**config.mk**
```make
export PLATFORM = sky130hd
export DESIGN_NAME = hscale_madd_feeder
export DESIGN_NICKNAME = d
export VERILOG_FILES = /design/src/rtl/hscale_madd_feeder_pkg.sv /design/src/rtl/hscale_madd_feeder_valid_delay_line.sv /design/src/rtl/hscale_madd_feeder.sv
export SDC_FILE = /design/constraint.sdc
export NUM_CORES = 1
export LEC_CHECK = 0
export BUFFER_PORTS_ARGS = -buffer_cell sky130_fd_sc_hd__buf_2
export CAP_MARGIN = 10
export CORE_MARGIN = 1
export CORE_UTILIZATION = 51
export CTS_CLUSTER_DIAMETER = 80
export CTS_CLUSTER_SIZE = 12
export DETAILED_ROUTE_END_ITERATION = 10
export HOLD_SLACK_MARGIN = 0.15
export PLACE_DENSITY = 0.76
export SETUP_SLACK_MARGIN = 0.3
export SLEW_MARGIN = 10
export SYNTH_ARGS = -nofsm -noshare
export SYNTH_HDL_FRONTEND = slang
export SYNTH_SLANG_ARGS = --single-unit
```
**constraint.sdc**
```tcl
create_clock -name CLK_i -period 2.1 [get_ports CLK_i]
set_input_delay 0.21 -clock CLK_i [delete_from_list [all_inputs] [get_ports CLK_i]]
set_output_delay 0.21 -clock CLK_i [all_outputs]
set_load 0.02 [all_outputs]
```
**src/rtl/hscale_madd_feeder_pkg.sv**
```systemverilog
// Shared definitions for the upscaler multiply-add feeder: unit opcodes,
// FSM state encoding and the default issue-to-result latency.
package hscale_madd_feeder_pkg;

  localparam logic [1:0] INOP_NOP         = 2'b00;
  localparam logic [1:0] INOP_FIR_SHIFT   = 2'b10;
  localparam logic [1:0] CALCOP_NORMAL    = 2'b00;
  localparam logic [1:0] CALCOP_BYPASS_A1 = 2'b10;

  localparam int MADD_LATENCY_DEF = 3;

  typedef enum logic [1:0] {
    ST_IDLE  = 2'd0,
    ST_PRIME = 2'd1,
    ST_RUN   = 2'd2,
    ST_DRAIN = 2'd3
  } state_t;

endpackage

```
**src/rtl/hscale_madd_feeder_valid_delay_line.sv**
```systemverilog
// Shift register that delays the issue strobe to line up with the unit's
// result; a synchronous clear flushes strobes of an aborted line.
module hscale_madd_feeder_valid_delay_line
  import hscale_madd_feeder_pkg::*;
#(
  parameter int DEPTH = MADD_LATENCY_DEF
) (
  input  logic             clk,
  input  logic             rst_n,
  input  logic             clr,
  input  logic             din,
  output logic [DEPTH-1:0] taps,
  output logic             dout
);

  logic [DEPTH-1:0] vld_p;

  always_ff @(posedge clk or negedge rst_n) begin
    if (!rst_n) begin
      vld_p <= '0;
    end else if (clr) begin
      vld_p <= '0;
    end else begin
      vld_p[0] <= din;
      for (int i = 1; i < DEPTH; i++) begin
        vld_p[i] <= vld_p[i-1];
      end
    end
  end

  assign taps = vld_p;
  assign dout = vld_p[DEPTH-1];

endmodule

```
**src/rtl/hscale_madd_feeder.sv**
```systemverilog
// Operand sequencer for the two-tap multiply-add unit of the horizontal
// linear-interpolation upscaler: primes the taps, steps the phase, issues.
module hscale_madd_feeder
  import hscale_madd_feeder_pkg::*;
#(
  parameter int PIX_W        = 8,
  parameter int WEIGHT_W     = 8,
  parameter int CNT_W        = 11,
  parameter int MADD_LATENCY = MADD_LATENCY_DEF
) (
  input  logic                CLK_i,
  input  logic                nRST_i,
  input  logic                line_start_i,
  input  logic [CNT_W-1:0]    out_len_i,
  input  logic [WEIGHT_W:0]   inc_i,
  input  logic [PIX_W-1:0]    src_data_i,
  input  logic                src_valid_i,
  input  logic                src_last_i,
  output logic                src_ready_o,
  output logic [1:0]          inopcode_o,
  output logic [1:0]          calcopcode_o,
  output logic [PIX_W-1:0]    data_a0_o,
  output logic [WEIGHT_W-1:0] data_b0_o,
  output logic [WEIGHT_W-1:0] data_b1_o,
  output logic                out_valid_o,
  output logic                busy_o,
  output logic                line_done_o
);

  localparam int PH_W = WEIGHT_W + 1;
  localparam logic [PH_W-1:0] UNITY = {1'b1, {WEIGHT_W{1'b0}}};

  function automatic logic [CNT_W-1:0] norm_len(input logic [CNT_W-1:0] len);
    return (len == '0) ? CNT_W'(1) : len;
  endfunction

  // Increments outside 1..256 collapse to 1:1 so at most one shift is needed per emission.
  function automatic logic [PH_W-1:0] norm_inc(input logic [PH_W-1:0] inc);
    return (inc == '0 || inc > UNITY) ? UNITY : inc;
  endfunction

  function automatic logic [WEIGHT_W-1:0] weight_complement(input logic [WEIGHT_W-1:0] f);
    return WEIGHT_W'(UNITY - PH_W'(f));
  endfunction

  state_t               state;
  logic [CNT_W-1:0]     len_q;
  logic [CNT_W-1:0]     cnt_q;
  logic [PH_W-1:0]      inc_q;
  logic [WEIGHT_W-1:0]  frac_q;
  logic                 need_shift_q;
  logic                 last_seen_q;
  logic                 prime_cnt_q;
  logic [PIX_W-1:0]     last_pix_q;
  logic                 issue_q;
  logic [MADD_LATENCY-1:0] vld_taps;

  logic                 take;
  logic                 pix_avail;
  logic [PIX_W-1:0]     cur_pix;
  logic [PH_W-1:0]      phase_sum;
  logic [CNT_W-1:0]     cnt_nxt;
  logic                 emit;
  logic                 pending;

  // Once the last beat is in, every later shift replicates it without waiting.
  assign src_ready_o = !last_seen_q &&
                       ((state == ST_PRIME) || (state == ST_DRAIN) ||
                        (state == ST_RUN && need_shift_q));
  assign take      = src_valid_i && src_ready_o;
  assign pix_avail = last_seen_q || src_valid_i;
  assign cur_pix   = last_seen_q ? last_pix_q : src_data_i;
  assign phase_sum = PH_W'(frac_q) + inc_q;
  assign cnt_nxt   = cnt_q + CNT_W'(1);
  assign emit      = (state == ST_RUN) && (!need_shift_q || pix_avail);
  assign pending   = issue_q || (|vld_taps);
  assign busy_o    = (state != ST_IDLE);

  always_ff @(posedge CLK_i or negedge nRST_i) begin
    if (!nRST_i) begin
      state        <= ST_IDLE;
      len_q        <= '0;
      cnt_q        <= '0;
      inc_q        <= '0;
      frac_q       <= '0;
      need_shift_q <= 1'b0;
      last_seen_q  <= 1'b0;
      prime_cnt_q  <= 1'b0;
      last_pix_q   <= '0;
      issue_q      <= 1'b0;
      inopcode_o   <= INOP_NOP;
      calcopcode_o <= CALCOP_NORMAL;
      data_a0_o    <= '0;
      data_b0_o    <= '0;
      data_b1_o    <= '0;
      line_done_o  <= 1'b0;
    end else begin
      inopcode_o   <= INOP_NOP;
      calcopcode_o <= CALCOP_NORMAL;
      issue_q      <= 1'b0;
      line_done_o  <= 1'b0;

      if (take) begin
        last_pix_q <= src_data_i;
        if (src_last_i) last_seen_q <= 1'b1;
      end

      if (line_start_i) begin
        state        <= ST_PRIME;
        len_q        <= norm_len(out_len_i);
        inc_q        <= norm_inc(inc_i);
        cnt_q        <= '0;
        frac_q       <= '0;
        need_shift_q <= 1'b0;
        last_seen_q  <= 1'b0;
        prime_cnt_q  <= 1'b0;
      end else begin
        unique case (state)
          ST_IDLE: ;

          // Two shifts fill the taps: a1 = P0, a0 = P1.
          ST_PRIME: begin
            if (pix_avail) begin
              inopcode_o  <= INOP_FIR_SHIFT;
              data_a0_o   <= cur_pix;
              prime_cnt_q <= 1'b1;
              if (prime_cnt_q) begin
                state        <= ST_RUN;
                frac_q       <= '0;
                need_shift_q <= 1'b0;
                cnt_q        <= '0;
              end
            end
          end

          ST_RUN: begin
            if (emit) begin
              inopcode_o   <= need_shift_q ? INOP_FIR_SHIFT : INOP_NOP;
              if (need_shift_q) data_a0_o <= cur_pix;
              data_b0_o    <= frac_q;
              data_b1_o    <= weight_complement(frac_q);
              calcopcode_o <= (frac_q == '0) ? CALCOP_BYPASS_A1 : CALCOP_NORMAL;
              issue_q      <= 1'b1;
              frac_q       <= phase_sum[WEIGHT_W-1:0];
              need_shift_q <= phase_sum[WEIGHT_W];
              cnt_q        <= cnt_nxt;
              if (cnt_nxt == len_q) state <= ST_DRAIN;
            end
          end

          ST_DRAIN: begin
            if (last_seen_q && !pending) begin
              line_done_o <= 1'b1;
              state       <= ST_IDLE;
            end
          end

          default: state <= ST_IDLE;
        endcase
      end
    end
  end

  hscale_madd_feeder_valid_delay_line #(
    .DEPTH (MADD_LATENCY)
  ) u_vld_dly (
    .clk   (CLK_i),
    .rst_n (nRST_i),
    .clr   (line_start_i),
    .din   (issue_q),
    .taps  (vld_taps),
    .dout  (out_valid_o)
  );

endmodule

```
-- After elaboration in Yosys (flattened, before gate mapping)
Index checks and enable logic that the tools add are counted.
- bits in registers: 85
- bits in latches: 0
- RAM bits: 0
- bits in read-only memories: 0
- bits of input ports: 33
- output and inout port bits: 32
- memories: 0
- $add $sub $neg: 3
- multiply operators: 0
- divide/modulo/power cells: 0
- $lt $le $gt $ge: 1
- equal/unequal tests: 12
- shifts and indexed selects: 0
- muxes and demuxes: 51
- bitwise logic cells: 1
- reductions and logical operators: 32
- operators with widths (cell ; count):
    $mux W8 ; 8
    $mux W11 ; 5
    $pmux W8 S2 ; 2
    $mux W2 ; 14
    $pmux W11 S2 ; 1
    $mux W1 ; 16
    $reduce_bool A2 Y1 ; 6
    $add A11 B1 Y11 const B ; 1
    $eq A11 B11 Y1 ; 1
    $logic_not A11 Y1 ; 1
    $add A8 B9 Y9 ; 1
    $gt A9 B9 Y1 const B ; 1
    $logic_not A9 Y1 ; 1
    $mux W9 ; 1
    $ne A3 B3 Y1 const B ; 3
    $logic_not A8 Y1 ; 1
    $sub A1 B8 Y8 const A ; 1
    $logic_or A1 B1 Y1 ; 6
    $ne A2 B2 Y1 const B ; 3
    $ne A3 B2 Y1 const B ; 2
    $pmux W2 S3 ; 1
    $reduce_and A6 Y1 ; 1
    $logic_and A1 B1 Y1 ; 5
    $reduce_and A5 Y1 ; 1
    other kinds (13) ; 17

-- Logic depth before layout (Yosys ltp)
- depth after elaboration: 7
- depth in mapped cells: 11

-- Modules after synthesis
A second synthesis with hierarchy kept.
- cells, all modules: 428
- area, all modules: 4261.6 um^2
- by module, submodules not included (module ; instances ; cells an instance ; area each (um^2)):
    hscale_madd_feeder ; 1 ; 421 ; 4160.2
    hscale_madd_feeder_valid_delay_line ; 1 ; 7 ; 101.3

-- Worst setup path after synthesis
Ideal clock, no wire load.
- kind: reg-to-reg
- from: register state[0]
- to: register last_pix_q[0]
- arrival time: 2.214 ns
- required time: 1.975 ns
- path slack: -0.239 ns
- cell stages (with the launch flop): 9
- buffers on the path: 2
- clock period less this slack: 2.339 ns
- cells stage by stage: dfrtp_1 inv_1 ha_1 clkbuf_1 a21oi_1 a21oi_1 and2_1 clkbuf_1 mux2_2
- cells in the longest elaborated chain, start to end: 5
- elaborated cells on any way between the ends: 8
- classes of those cells: eq/ne (3); reduce/logical (5)
- ends and longest elaborated chain (item ; line ; text):
    from (decl) ; hscale_madd_feeder.sv:46 ; state_t state;
    from (signal assigned) ; hscale_madd_feeder.sv:81 ; state <= ST_IDLE;
    from (signal assigned) ; hscale_madd_feeder.sv:109 ; state <= ST_PRIME;
    from (signal assigned) ; hscale_madd_feeder.sv:128 ; state <= ST_RUN;
    $eq A2 B1 Y1, or another cell as far along ; hscale_madd_feeder.sv:68 ; ((state == ST_PRIME) || (state == ST_DRAIN) ||
    $logic_or A1 B1 Y1 / $logic_and A1 B1 Y1 (equally long branches) ; hscale_madd_feeder.sv:68, hscale_madd_feeder.sv:69 ;
    $logic_or A1 B1 Y1 (*) ; hscale_madd_feeder.sv:68 ;
    $logic_and A1 B1 Y1 (*) ; hscale_madd_feeder.sv:67 ; assign src_ready_o = !last_seen_q &&
    via src_ready_o ; hscale_madd_feeder.sv:19 ; output logic src_ready_o,
    $logic_and A1 B1 Y1 (*) ; hscale_madd_feeder.sv:70 ; assign take = src_valid_i && src_ready_o;
    to (signal assigned) ; hscale_madd_feeder.sv:104 ; last_pix_q <= src_data_i;
    to (decl) ; hscale_madd_feeder.sv:54 ; logic [PIX_W-1:0] last_pix_q;
Mark *: on every way through the listed nets, which the timed path passes. The rest lies on a longest branch.
A chain may end at the register's enable or synchronous reset.

-- Worst setup path in the final report
- from: register inc_q[0]
- to: register need_shift_q
- cells in the longest elaborated chain, start to end: 4
- ends and longest elaborated chain (item ; line ; text):
    from (decl) ; hscale_madd_feeder.sv:49 ; logic [PH_W-1:0] inc_q;
    from (signal assigned) ; hscale_madd_feeder.sv:111 ; inc_q <= norm_inc(inc_i);
    $add A8 B9 Y9 ; hscale_madd_feeder.sv:73 ; assign phase_sum = PH_W'(frac_q) + inc_q;
    $mux W1 ; hscale_madd_feeder.sv:137 ; if (emit) begin
    $pmux W1 S2 ; hscale_madd_feeder.sv:118 ; unique case (state)
    $mux W1 ; hscale_madd_feeder.sv:108 ; if (line_start_i) begin
    to (signal assigned) ; hscale_madd_feeder.sv:145 ; need_shift_q <= phase_sum[WEIGHT_W];
    to (decl) ; hscale_madd_feeder.sv:51 ; logic need_shift_q;
No other way between the ends. The select of a mux whose other input is x is not followed.

==> results.md <==
- Tightest Pin Transition: 0.5694 ns
- Final period utilization: 102.3%
- Post-synth EDFFs: 0
- Crit path largest cell delay: 0.37 ns
- Sequential Area: 2054 µm²
- Worst setup margin: -0.04762 ns
- Via density: 5.265
- Initial antenna violation count: 0
- Routed Antenna Nets: 0
- Cell Area, Placed: 4898 µm²
- I/O pin count: 65
- Rel. slew slack: 62.04%
- Via count of the routed design: 3,522
- Die H: 92.86 µm
- Hold path depth: 3
- Final Hold Fails: 0
- R2R setup slack: -0.05 ns
- RSZ-0062 raised after global routing: yes
- Most used cell, CP: o21ai_2
- Critical Path Start: inc_q[0]
- H-tree levels: 3
- Critical path peak fanout: 2
- Worst path slowest cell: dfrtp_1
- Max-cap violations: 0
- WS Path Type: flip-flop to flip-flop
- Starting DRT DRC Count: 180
- PwrDens: 865.6 nW/µm²
- Yosys cell types: 54
- Crit-path cells: ha_2 > inv_2 > fa_2 > nor2b_4 > o21ai_2 > a21boi_2 > o21ai_2 > a211oi_2 > o21ai_1 > a32o_1
- Syn Inst Count: 431
- Top Family by Delay on Critical Path: compound AO/OA/AOI/OAI gates
- Placed insts: 607
- CORE AREA: 7848 µm²
- Starting Density: 53.65%
- Setup WS pre-CTS: -0.1562 ns
- Hold_ws: 0.2749 ns
- GPL Wtd Cong: 0.8477
- Share of cells above drive strength 1: 36.16%
- Die width: 92.86 µm
- Setup Skew: 0.01082 ns
- PortBufs: 62
- Sequential fraction of the synthesis area: 48.74%
- Reg2Reg Capture Point: need_shift_q
- Fin crit period: 2.148 ns
- Initial DRT Pass Iterations: 4
- Failing checks: negative setup slack
- Post-synth top flop: dfrtp_1
- Root Driver: clkbuf_8
- CP endpoint: need_shift_q
- Fmax: 465.6 MHz
- CP Depth: 10
- Clock Pin Slew Worst Setup and Hold Paths: 0.08 ns
- Pins over their slew limit: 0
- Reg2reg path depth: 10
- Largest net degree at the start of global routing: 45
- # rows: 32
- Outcome: finished, violations left
- Non-Filler Instances: 669
- DR WL/cell: 15.11 µm
- Async set or reset register ratio after synthesis: 100.0%
- CTS sink count: 82
- Filler cells: 535
- Number of CTS-inserted buffers: 9
- First-pass GRT wire length: 16,080 µm
- WL final: 10,110 µm
- CP required: 2.34 ns
- FF+latch count, synth: 82
- HP Class: input port to flip-flop
- Post-DP HPWL: 6303 µm
- Worst Path Buf+Inv: 1
- TritonCTS clock tree: done
- Synth warn: 0
- Total Routing Usage GR: 23.95%
- Max Buffers Root-to-Sink: 2
- Reg2reg start: inc_q[0]
- Worst EP arrival: 2.39 ns
- Lkg Pwr: 2.771 nW
- Vias in the first global route: 3,434
- Multi-input logic area: 2262 µm²
- Antenna cells: 0
- Fin area: 5854 µm²
- Synth-to-layout area growth: 39.05%
- Final layout net count: 613
- CP Launch Type: flip-flop
- Mapped Area: 4210 µm²
- Overflow after GRT: 0
- Clk Latency, worst-skew pair: 0.35 ns
- Final setup viols: 2
- Syn Area/Cell: 9.769 µm²
- Area of the die: 8623 µm²
- Number of remaining DRC errors: 0
- Peak supply drop: 0.0004656 V
- Worst Setup End Kind: flip-flop
cells in the mapped netlist (2+ instances only):
library cell  number  area share [%]
buf_1              2            0.18
or2_2              2            0.30
nand2_1           61             5.4
or4_1              2            0.36
ha_1              15             4.5
a21oi_1           17             2.0
mux2i_1           12             2.9
and2_1             3            0.45
a31oi_1            4            0.59
nor2_1            32             2.9
mux2_2            17             4.5
clkbuf_1          16             1.4
inv_1             21             1.9
nand3_1            6            0.71
xnor2_1           12             2.5
a22o_1             3            0.62
o41ai_1            3            0.62
a21o_1             5            0.89
nor3_1             8            0.95
o31ai_1            5            0.89
nand4_1            2            0.30
o21a_1             2            0.36
nor2b_1            7             1.0
o21ai_0           29             3.4
dfrtp_1           82              49
or3_1              2            0.30
a211oi_1           2            0.36
o22ai_1            9             1.3
xor2_1            12             2.5
nor4_1             5            0.74
nand2b_1           5            0.74
buf_4              4            0.71
o211ai_1           3            0.53
power by group:
part	total, mW	internal, mW	switching (mW)	leakage (nW)
clock network	1.21	0.656	0.552	0.101
logic	1.85	0.892	0.960	1.61
registers	2.01	1.84	0.167	1.06
total	5.07	3.39	1.68	2.77
tightest hold or removal path, delay by kind of cell:
| family | cells | cell delay [ns] |
|---|---|---|
| and+or+nand+nor | 2 | 0.25 |
| buffers and inverters | 1 | 0.10 |
final cells by class:
type	instances	area share, %
multi-input cells	305	38.64
flip-flops and latches	82	35.09
repair buffers	144	19.17
well taps	102	2.180
clock buffers	9	2.116
inverters	22	1.411
clock inverters	5	1.389
how the worst min path moves through the flow:
stage | to | slack, ns | start
floorplan | calcopcode_o[1] | -0.09 | nRST_i
global placement | data_b0_o[4] | 0.25 | nRST_i
detailed placement | data_b0_o[4] | 0.25 | nRST_i
CTS | inopcode_o[1] | 0.25 | src_valid_i
global route | inopcode_o[1] | 0.28 | src_valid_i
finish | inopcode_o[1] | 0.27 | src_valid_i
cell usage in the layout (no fill, tap or decap), types with 6 or more instances in the layout:
cell type,netlist,final
o21ai_2,0,6
clkbuf_8,0,9
inv_1,21,18
o21ai_0,29,12
nand2_1,61,57
buf_6,0,7
mux2i_1,12,12
nor2b_1,7,6
o21ai_1,1,11
xor2_1,12,12
ha_1,15,10
nor3_1,8,6
dfrtp_1,82,80
dlygate4sd3_1,0,29
o22ai_1,9,8
nor2_1,32,30
buf_2,1,61
xnor2_1,12,11
a21oi_1,17,13
mux2_2,17,17
buf_4,4,41
cell families (layout without fill, tap and decap cells):
kind of cell,after synthesis,in the layout,synth area share (%)
multiplexers,30,30,7.667
flip-flops,82,82,48.74
AO/OA/AOI/OAI,90,90,13.40
other,1,2,0.08907
buffers and inverters,45,180,4.398
adder cells (fa/ha/maj),17,17,5.171
XOR/XNOR,24,24,4.993
AND/OR/NAND/NOR,142,142,15.54
stage by stage:
stage	util (%)	power [mW]	setup TNS (ns)
CTS	72.11	4.926	-0.02227
detailed placement	62.42	3.467	-0.2068
global route	74.60	5.349	-0.3293
floorplan	-	3.004	-0.01017
finish	74.60	5.068	-0.07932
global placement	62.42	3.406	-0.03544
timing repair:
action | in CTS | in global routing
setup buffers | 8 | 8
pin swaps | 26 | 22
endpoints found under the hold margin | 71 | 0
hold buffers | 29 | 0
gates cloned | 2 | 1
endpoints found under the setup margin | 37 | 31
gates resized for setup | 35 | 35
layer usage:
layer  global-route usage (%)  vias up  share of wire, %
li1                         -     1743                 -
met3                    4.351       16               4.4
met4                    9.103        0               1.5
met2                    38.60      101                50
met1                    32.14     1662                45
met5                        0        -                 0
registers in the layout, summed over array words and instances, names as in the netlist:
register        cells
inc_q               9
need_shift_q        1
issue_q             1
line_done_o         1
state               2
calcopcode_o        1
len_q              11
u_vld_dly.taps      3
data_a0_o           8
data_b0_o           8
last_seen_q         1
cnt_q              11
prime_cnt_q         1
data_b1_o           7
last_pix_q          8
inopcode_o          1
frac_q              8
Note: power is estimated with default switching activity, not from simulation.
